File: config.mk
export PLATFORM = sky130hd
export DESIGN_NAME = simplez_mem_arbiter
export DESIGN_NICKNAME = d
export VERILOG_FILES = /design/src/rtl/simplez_mem_arbiter.sv
export SDC_FILE = /design/constraint.sdc
export NUM_CORES = 1
export LEC_CHECK = 0
export BUFFER_PORTS_ARGS = -buffer_cell sky130_fd_sc_hd__buf_4
export CAP_MARGIN = 5
export CORE_AREA = 2 2 86 104
export CTS_CLUSTER_DIAMETER = 150
export DETAILED_ROUTE_END_ITERATION = 10
export DIE_AREA = 0 0 88 106
export HOLD_SLACK_MARGIN = 0.1
export MAX_ROUTING_LAYER = met4
export SLEW_MARGIN = 0
export SYNTH_ARGS = -nofsm -noshare
export SYNTH_HDL_FRONTEND = slang
export SYNTH_SLANG_ARGS = --single-unit
File: constraint.sdc
create_clock -name clk -period 2.1 [get_ports clk]
set_clock_uncertainty 0.05 [all_clocks]
set_input_delay 0 -clock clk [delete_from_list [all_inputs] [get_ports clk]]
set_output_delay 0 -clock clk [all_outputs]
set_load 0.03 [all_outputs]
File: src/rtl/simplez_mem_arbiter.sv
// simplez_mem_arbiter: shares the single Simplez memory port between the CPU
// datapath and the serial loader/debug port. Accesses are serialised with a
// req/gnt/done handshake; the loader can freeze CPU traffic through hold.
// All state updates on the falling clock edge, like the rest of the datapath.
//
// state | meaning
// IDLE  | arbitrate between the ports and latch the winner's access
// ACC   | memory performs the access (write strobe or address sample)
// RESP  | capture read data for the owner and signal completion
module simplez_mem_arbiter #(
  parameter int DATAW = 12,
  parameter int ADDRW = 9
) (
  input  logic             clk,
  input  logic             rstn,
  input  logic             c_req,
  input  logic             c_we,
  input  logic [ADDRW-1:0] c_addr,
  input  logic [DATAW-1:0] c_wdata,
  output logic             c_gnt,
  output logic             c_done,
  output logic [DATAW-1:0] c_rdata,
  input  logic             l_req,
  input  logic             l_we,
  input  logic [ADDRW-1:0] l_addr,
  input  logic [DATAW-1:0] l_wdata,
  output logic             l_gnt,
  output logic             l_done,
  output logic [DATAW-1:0] l_rdata,
  input  logic             hold,
  output logic             hold_ack,
  output logic [ADDRW-1:0] mem_addr,
  output logic             mem_we,
  output logic [DATAW-1:0] mem_wdata,
  input  logic [DATAW-1:0] mem_rdata,
  output logic             busy
);

  typedef enum logic [1:0] {IDLE, ACC, RESP} state_t;

  // owner / last encoding: loader is 1 so reset can favour the CPU on a tie
  localparam logic OWN_CPU = 1'b0;
  localparam logic OWN_LDR = 1'b1;

  state_t             r_state, w_nxt_state;
  logic               r_owner, w_nxt_owner;
  logic               r_last, w_nxt_last;
  logic [ADDRW-1:0]   r_mem_addr, w_nxt_addr;
  logic               r_mem_we, w_nxt_we;
  logic [DATAW-1:0]   r_mem_wdata, w_nxt_wdata;
  logic               r_c_gnt, w_nxt_c_gnt;
  logic               r_l_gnt, w_nxt_l_gnt;
  logic               r_c_done, w_nxt_c_done;
  logic               r_l_done, w_nxt_l_done;
  logic [DATAW-1:0]   r_c_rdata, w_nxt_c_rdata;
  logic [DATAW-1:0]   r_l_rdata, w_nxt_l_rdata;
  logic               r_hold_ack, w_nxt_hold_ack;

  logic               w_c_cand, w_l_cand, w_pick_l, w_take;

  // Candidate set and round-robin winner; hold only removes the CPU
  always_comb begin
    w_c_cand = c_req & ~hold;
    w_l_cand = l_req;
    w_pick_l = w_l_cand & (~w_c_cand | (r_last == OWN_CPU));
    w_take   = (r_state == IDLE) & (w_c_cand | w_l_cand);
  end

  // Next-state and registered-output decode
  always_comb begin
    w_nxt_state   = r_state;
    w_nxt_owner   = r_owner;
    w_nxt_last    = r_last;
    w_nxt_addr    = r_mem_addr;
    w_nxt_we      = r_mem_we;
    w_nxt_wdata   = r_mem_wdata;
    w_nxt_c_gnt   = 1'b0;
    w_nxt_l_gnt   = 1'b0;
    w_nxt_c_done  = 1'b0;
    w_nxt_l_done  = 1'b0;
    w_nxt_c_rdata = r_c_rdata;
    w_nxt_l_rdata = r_l_rdata;
    // a CPU access in flight keeps the acknowledge low until it is finished
    w_nxt_hold_ack = hold & ~((r_state != IDLE) & (r_owner == OWN_CPU));
    case (r_state)
      IDLE: begin
        if (w_take) begin
          w_nxt_owner = w_pick_l ? OWN_LDR : OWN_CPU;
          w_nxt_last  = w_pick_l ? OWN_LDR : OWN_CPU;
          w_nxt_state = ACC;
          if (w_pick_l) begin
            w_nxt_addr  = l_addr;
            w_nxt_we    = l_we;
            w_nxt_wdata = l_wdata;
            w_nxt_l_gnt = 1'b1;
          end else begin
            w_nxt_addr  = c_addr;
            w_nxt_we    = c_we;
            w_nxt_wdata = c_wdata;
            w_nxt_c_gnt = 1'b1;
          end
        end
      end
      ACC: begin
        if (r_mem_we) begin
          w_nxt_we     = 1'b0;
          w_nxt_c_done = (r_owner == OWN_CPU);
          w_nxt_l_done = (r_owner == OWN_LDR);
          w_nxt_state  = IDLE;
        end else begin
          w_nxt_state = RESP;
        end
      end
      RESP: begin
        if (r_owner == OWN_LDR) begin
          w_nxt_l_rdata = mem_rdata;
          w_nxt_l_done  = 1'b1;
        end else begin
          w_nxt_c_rdata = mem_rdata;
          w_nxt_c_done  = 1'b1;
        end
        w_nxt_state = IDLE;
      end
      default: w_nxt_state = IDLE;
    endcase
  end

  // State and output registers on the falling edge; reset also kills mem_we
  always_ff @(negedge clk or negedge rstn) begin
    if (!rstn) begin
      r_state     <= IDLE;
      r_owner     <= OWN_CPU;
      r_last      <= OWN_LDR;
      r_mem_addr  <= '0;
      r_mem_we    <= 1'b0;
      r_mem_wdata <= '0;
      r_c_gnt     <= 1'b0;
      r_l_gnt     <= 1'b0;
      r_c_done    <= 1'b0;
      r_l_done    <= 1'b0;
      r_c_rdata   <= '0;
      r_l_rdata   <= '0;
      r_hold_ack  <= 1'b0;
    end else begin
      r_state     <= w_nxt_state;
      r_owner     <= w_nxt_owner;
      r_last      <= w_nxt_last;
      r_mem_addr  <= w_nxt_addr;
      r_mem_we    <= w_nxt_we;
      r_mem_wdata <= w_nxt_wdata;
      r_c_gnt     <= w_nxt_c_gnt;
      r_l_gnt     <= w_nxt_l_gnt;
      r_c_done    <= w_nxt_c_done;
      r_l_done    <= w_nxt_l_done;
      r_c_rdata   <= w_nxt_c_rdata;
      r_l_rdata   <= w_nxt_l_rdata;
      r_hold_ack  <= w_nxt_hold_ack;
    end
  end

  assign c_gnt     = r_c_gnt;
  assign l_gnt     = r_l_gnt;
  assign c_done    = r_c_done;
  assign l_done    = r_l_done;
  assign c_rdata   = r_c_rdata;
  assign l_rdata   = r_l_rdata;
  assign mem_addr  = r_mem_addr;
  assign mem_we    = r_mem_we;
  assign mem_wdata = r_mem_wdata;
  assign hold_ack  = r_hold_ack;
  assign busy      = (r_state != IDLE);

`ifndef SYNTHESIS
  // A port is "engaged" from its grant through its done cycle; outside that,
  // a request that is not granted at this edge must still be there at the next.
  logic w_c_engaged, w_l_engaged;
  assign w_c_engaged = ((r_state != IDLE) & (r_owner == OWN_CPU)) | r_c_done;
  assign w_l_engaged = ((r_state != IDLE) & (r_owner == OWN_LDR)) | r_l_done;

  a_c_req_held: assert property (@(negedge clk) disable iff (!rstn)
    (c_req && !w_c_engaged && !(w_take && !w_pick_l)) |=> c_req);
  a_l_req_held: assert property (@(negedge clk) disable iff (!rstn)
    (l_req && !w_l_engaged && !(w_take && w_pick_l)) |=> l_req);
  a_gnt_excl: assert property (@(negedge clk) disable iff (!rstn)
    !(r_c_gnt && r_l_gnt));
`endif

endmodule

* Word level (Yosys, flattened, before mapping)
Index checks and enable logic that the tools add are counted.
** Word-level totals
- Memories :: 0
- RAM bits :: 0
- Latch bits :: 0
- Logic and storage cells :: 55
- Output and inout port bits :: 52
- Input port bits :: 61
- Bits in registers :: 55
- Memory bits (read-only) :: 0
** Operators by class
- Divide/modulo/power cells :: 0
- Mux-type cells :: 20
- Magnitude comparators :: 0
- Multiply operators :: 0
- Shifts and indexed selects :: 0
- Equal/unequal tests :: 3
- Reductions and logical operators :: 7
- Add/sub/neg operators :: 0
- Bitwise gates (word level) :: 12
** Operators with widths (number)
- $mux 1 :: 12
- $mux 12 :: 1
- $mux 9 :: 1
- $reduce_and 2->1 :: 4
- $pmux 1 s2 :: 3
- $and 1x1->1 :: 5
- $not 1->1 :: 5
- $mux 2 :: 2
- $pmux 2 s2 :: 1
- $reduce_bool 2->1 :: 2
- $eq 2x1->1 const B :: 1
- $eq 2x2->1 const B :: 1
- $logic_not 2->1 :: 1
- $ne 2x2->1 const B :: 1
- $or 1x1->1 :: 2

* Longest topological paths before layout
- Depth in word-level cells :: 8
- Mapped depth :: 6
- Gate-level depth less buffers :: 5

==> qor.txt <==
routed wire length: 6190 µm
core area: 8380 µm²
Peak VDD IR: 739 µV
critical path endpoint category: output pin
Via density: 4.51
r2r startpoint: r_state[0]
Seq/Total Area, Yosys: 56.5%
Hold Crit Depth: 1
status: finished, violations left
# DRC: 0
Longest Clk Path Bufs: 2
slowest CP cell: dfrtn_1
failing checks: setup timing
port bufs: 112
type of origin of the critical path: flip-flop
Worst-Skew Late Latency: 360 ps
Lkg Pwr: 0.00186 µW
Antenna Violating Nets Remaining: 0
origin of the worst min-delay path: c_rdata[0]
Final Setup Violations: 1
syn_area_per_cell: 11.4 µm²
NumNets Final: 407
Area Growth Syn to Fin: 49.8%
min-delay worst type: flip-flop to flip-flop
global-route wire length before repair: 9980 µm
H-tree level count: 2
n_diodes: 0
Root Buffer: clkbuf_8
# IOs: 113
reg2reg path depth: 7
reg2reg setup slack: 290 ps
commonest cells after routing, fill and taps aside: buf_4 (132), dfrtn_1 (54), inv_1 (48)
Die Height: 106 µm
GR Util All Layers: 14.1%
non-filler cells, final: 459
GP Congestion: 0.794
Final Max Slew Viols: 0
Hold Path Sink: c_rdata[0]
Worst Tran Pin Value: 284 ps
Yosys warnings: 0
CTS clk-pin slew, worst paths: 60 ps
share of layout cells above drive strength 1: 43.9%
commonest non-fill, non-tap cell in the layout: buf_4
CTS Hold Bufs: 0
total global routing overflow: 0
WL per Instance: 13.5 µm
RSZ-0062 raised after global routing: yes
vias: 2070
Max FO, Critical Path: 2
Syn Nets: 279
drt pass-1 iters: 6
setup slack after layout: -127 ps
HPWL after detailed placement: 4640 µm
worst path required time: 2050 ps
Starting Density: 29.1%
Max-Cap Viols: 0
clk sink count: 55
Initial DRC Count: 26
largest net degree at the start of global routing: 28
DP Cell Count: 447
Crit path max-delay family: flip-flops
Die Wd: 88 µm
Syn Inst Count: 214
hold violation count in the final report: 0
row count: 37
flops & latches, synth: 55
CP arrival: 2180 ps
Netlist cell types: 27
initial antenna violation count: 0
post-layout util: 43.6%
mapped cell area: 2440 µm²
Worst Path Buf+Inv: 3
reg2reg end: c_rdata[11]
CTS tree: done
vias in the first global route: 2162
WS Path Type: flip-flop to output pin
CTS buffer count: 5
relative slew slack: 81.0%
Largest stage delay, worst path: 430 ps
crit-path cells: inv_2 -> ha_4 -> inv_4 -> buf_6
power per cell area: 1540 nW/µm²
Die Area: 9330 µm²
==> metrics by stage <==
| step | setup TNS (ps) | worst slack, ps | cell area (µm²) | hold slack, ps | power (µW) |
|---|---|---|---|---|---|
| 2_1_floorplan | -26.9 | -26.9 | 2440 | 412 | 3740 |
| 3_3_place_gp | -81.1 | -68.7 | 3520 | 380 | 4970 |
| 3_5_place_dp | -186 | -70.8 | 3520 | 388 | 5020 |
| 4_1_cts | -149 | -149 | 3640 | 388 | 5670 |
| 5_1_grt | -179 | -179 | 3650 | 399 | 6000 |
| 6_report | -127 | -127 | 3650 | 382 | 5620 |
==> state kept, by name (all words and copies together) (netlist names) <==
signal,count
mem_addr,9
c_done,1
c_rdata,12
hold_ack,1
l_gnt,1
c_gnt,1
r_state,2
mem_wdata,12
l_done,1
l_rdata,12
r_last,1
mem_we,1
r_owner,1
==> where the power goes <==
| part | internal (µW) | switching (µW) | total [µW] |
|---|---|---|---|
| sequential | 1620 | 273 | 1890 |
| combinational | 1310 | 1850 | 3160 |
| clock | 226 | 338 | 564 |
==> how the worst max path moves through the flow <==
stage	startpoint	endpoint	slack, ps	cells after the start
after floorplan	c_req	r_state[0]	-30	4
after global placement	c_req	r_state[0]	-70	4
after detailed placement	c_req	r_state[0]	-70	4
after CTS	r_state[1]	busy	-150	4
after global routing	r_state[0]	busy	-180	4
final	r_state[0]	busy	-130	4
==> cell families (layout without fill, tap and decap cells) <==
logic type | count (synthesis) | after routing | share of synthesized area [%]
buf+inv | 66 | 194 | 10.8
flops | 55 | 55 | 56.5
simple gates | 34 | 34 | 8.88
compound gates | 29 | 29 | 9.65
mux | 26 | 26 | 12.1
fa+ha+maj | 4 | 4 | 2.05
==> repair_timing <==
item / in CTS / in global routing
setup buffers: 3 / 2
endpoints found under the setup margin: 1 / 1
resized for setup: 5 / 1
==> cell type report <==
class | instances | area [µm²]
Multi-Input combinational cell | 93 | 812
Fill cell | 799 | 4730
Clock inverter | 3 | 12.5
Timing Repair Buffer | 135 | 1040
Clock buffer | 5 | 68.8
Sequential cell | 55 | 1380
Inverter | 51 | 194
Tap cell | 117 | 146
==> worst reg2reg max path: stages (launching register included) <==
cell and delay [ps]:
dfrtn_1 430, inv_2 60, buf_4 120, buf_4 130, ha_1 210, nor2b_1 130, buf_4 200, mux2_1 330
==> Yosys cell counts <==
| master | count | area (µm²) |
|---|---|---|
| clkbuf_1 | 8 | 30.0 |
| nand2b_1 | 2 | 12.5 |
| dfrtn_1 | 54 | 1350 |
| buf_2 | 4 | 20.0 |
| nor2b_1 | 3 | 18.8 |
| ha_1 | 4 | 50.1 |
| o2111ai_1 | 1 | 8.76 |
| o21ai_0 | 1 | 5.00 |
| a21oi_1 | 1 | 5.00 |
| inv_1 | 50 | 188 |
| dfstp_2 | 1 | 26.3 |
| mux2_4 | 1 | 15.0 |
| buf_6 | 1 | 11.3 |
| or3_4 | 1 | 11.3 |
| o221ai_1 | 21 | 184 |
| o21a_1 | 2 | 15.0 |
| o211ai_1 | 1 | 7.51 |
| nand3b_1 | 1 | 7.51 |
| buf_4 | 1 | 7.51 |
| mux2i_1 | 1 | 10.0 |
| nor3b_1 | 2 | 15.0 |
| inv_2 | 2 | 7.51 |
| nand4_1 | 22 | 138 |
| mux2_1 | 24 | 270 |
| nand3_1 | 2 | 10.0 |
| o21ai_1 | 2 | 10.0 |
| nand2_1 | 1 | 3.75 |
==> routing by layer <==
layer	part of all wire, %	global-route usage [%]	routed length, µm
met3	5.9	3.11	363
met2	51	24.2	3150
met4	0.53	3.41	33
met1	43	16.6	2640
met5	0	-	0
(Power assumes the default switching activity.)
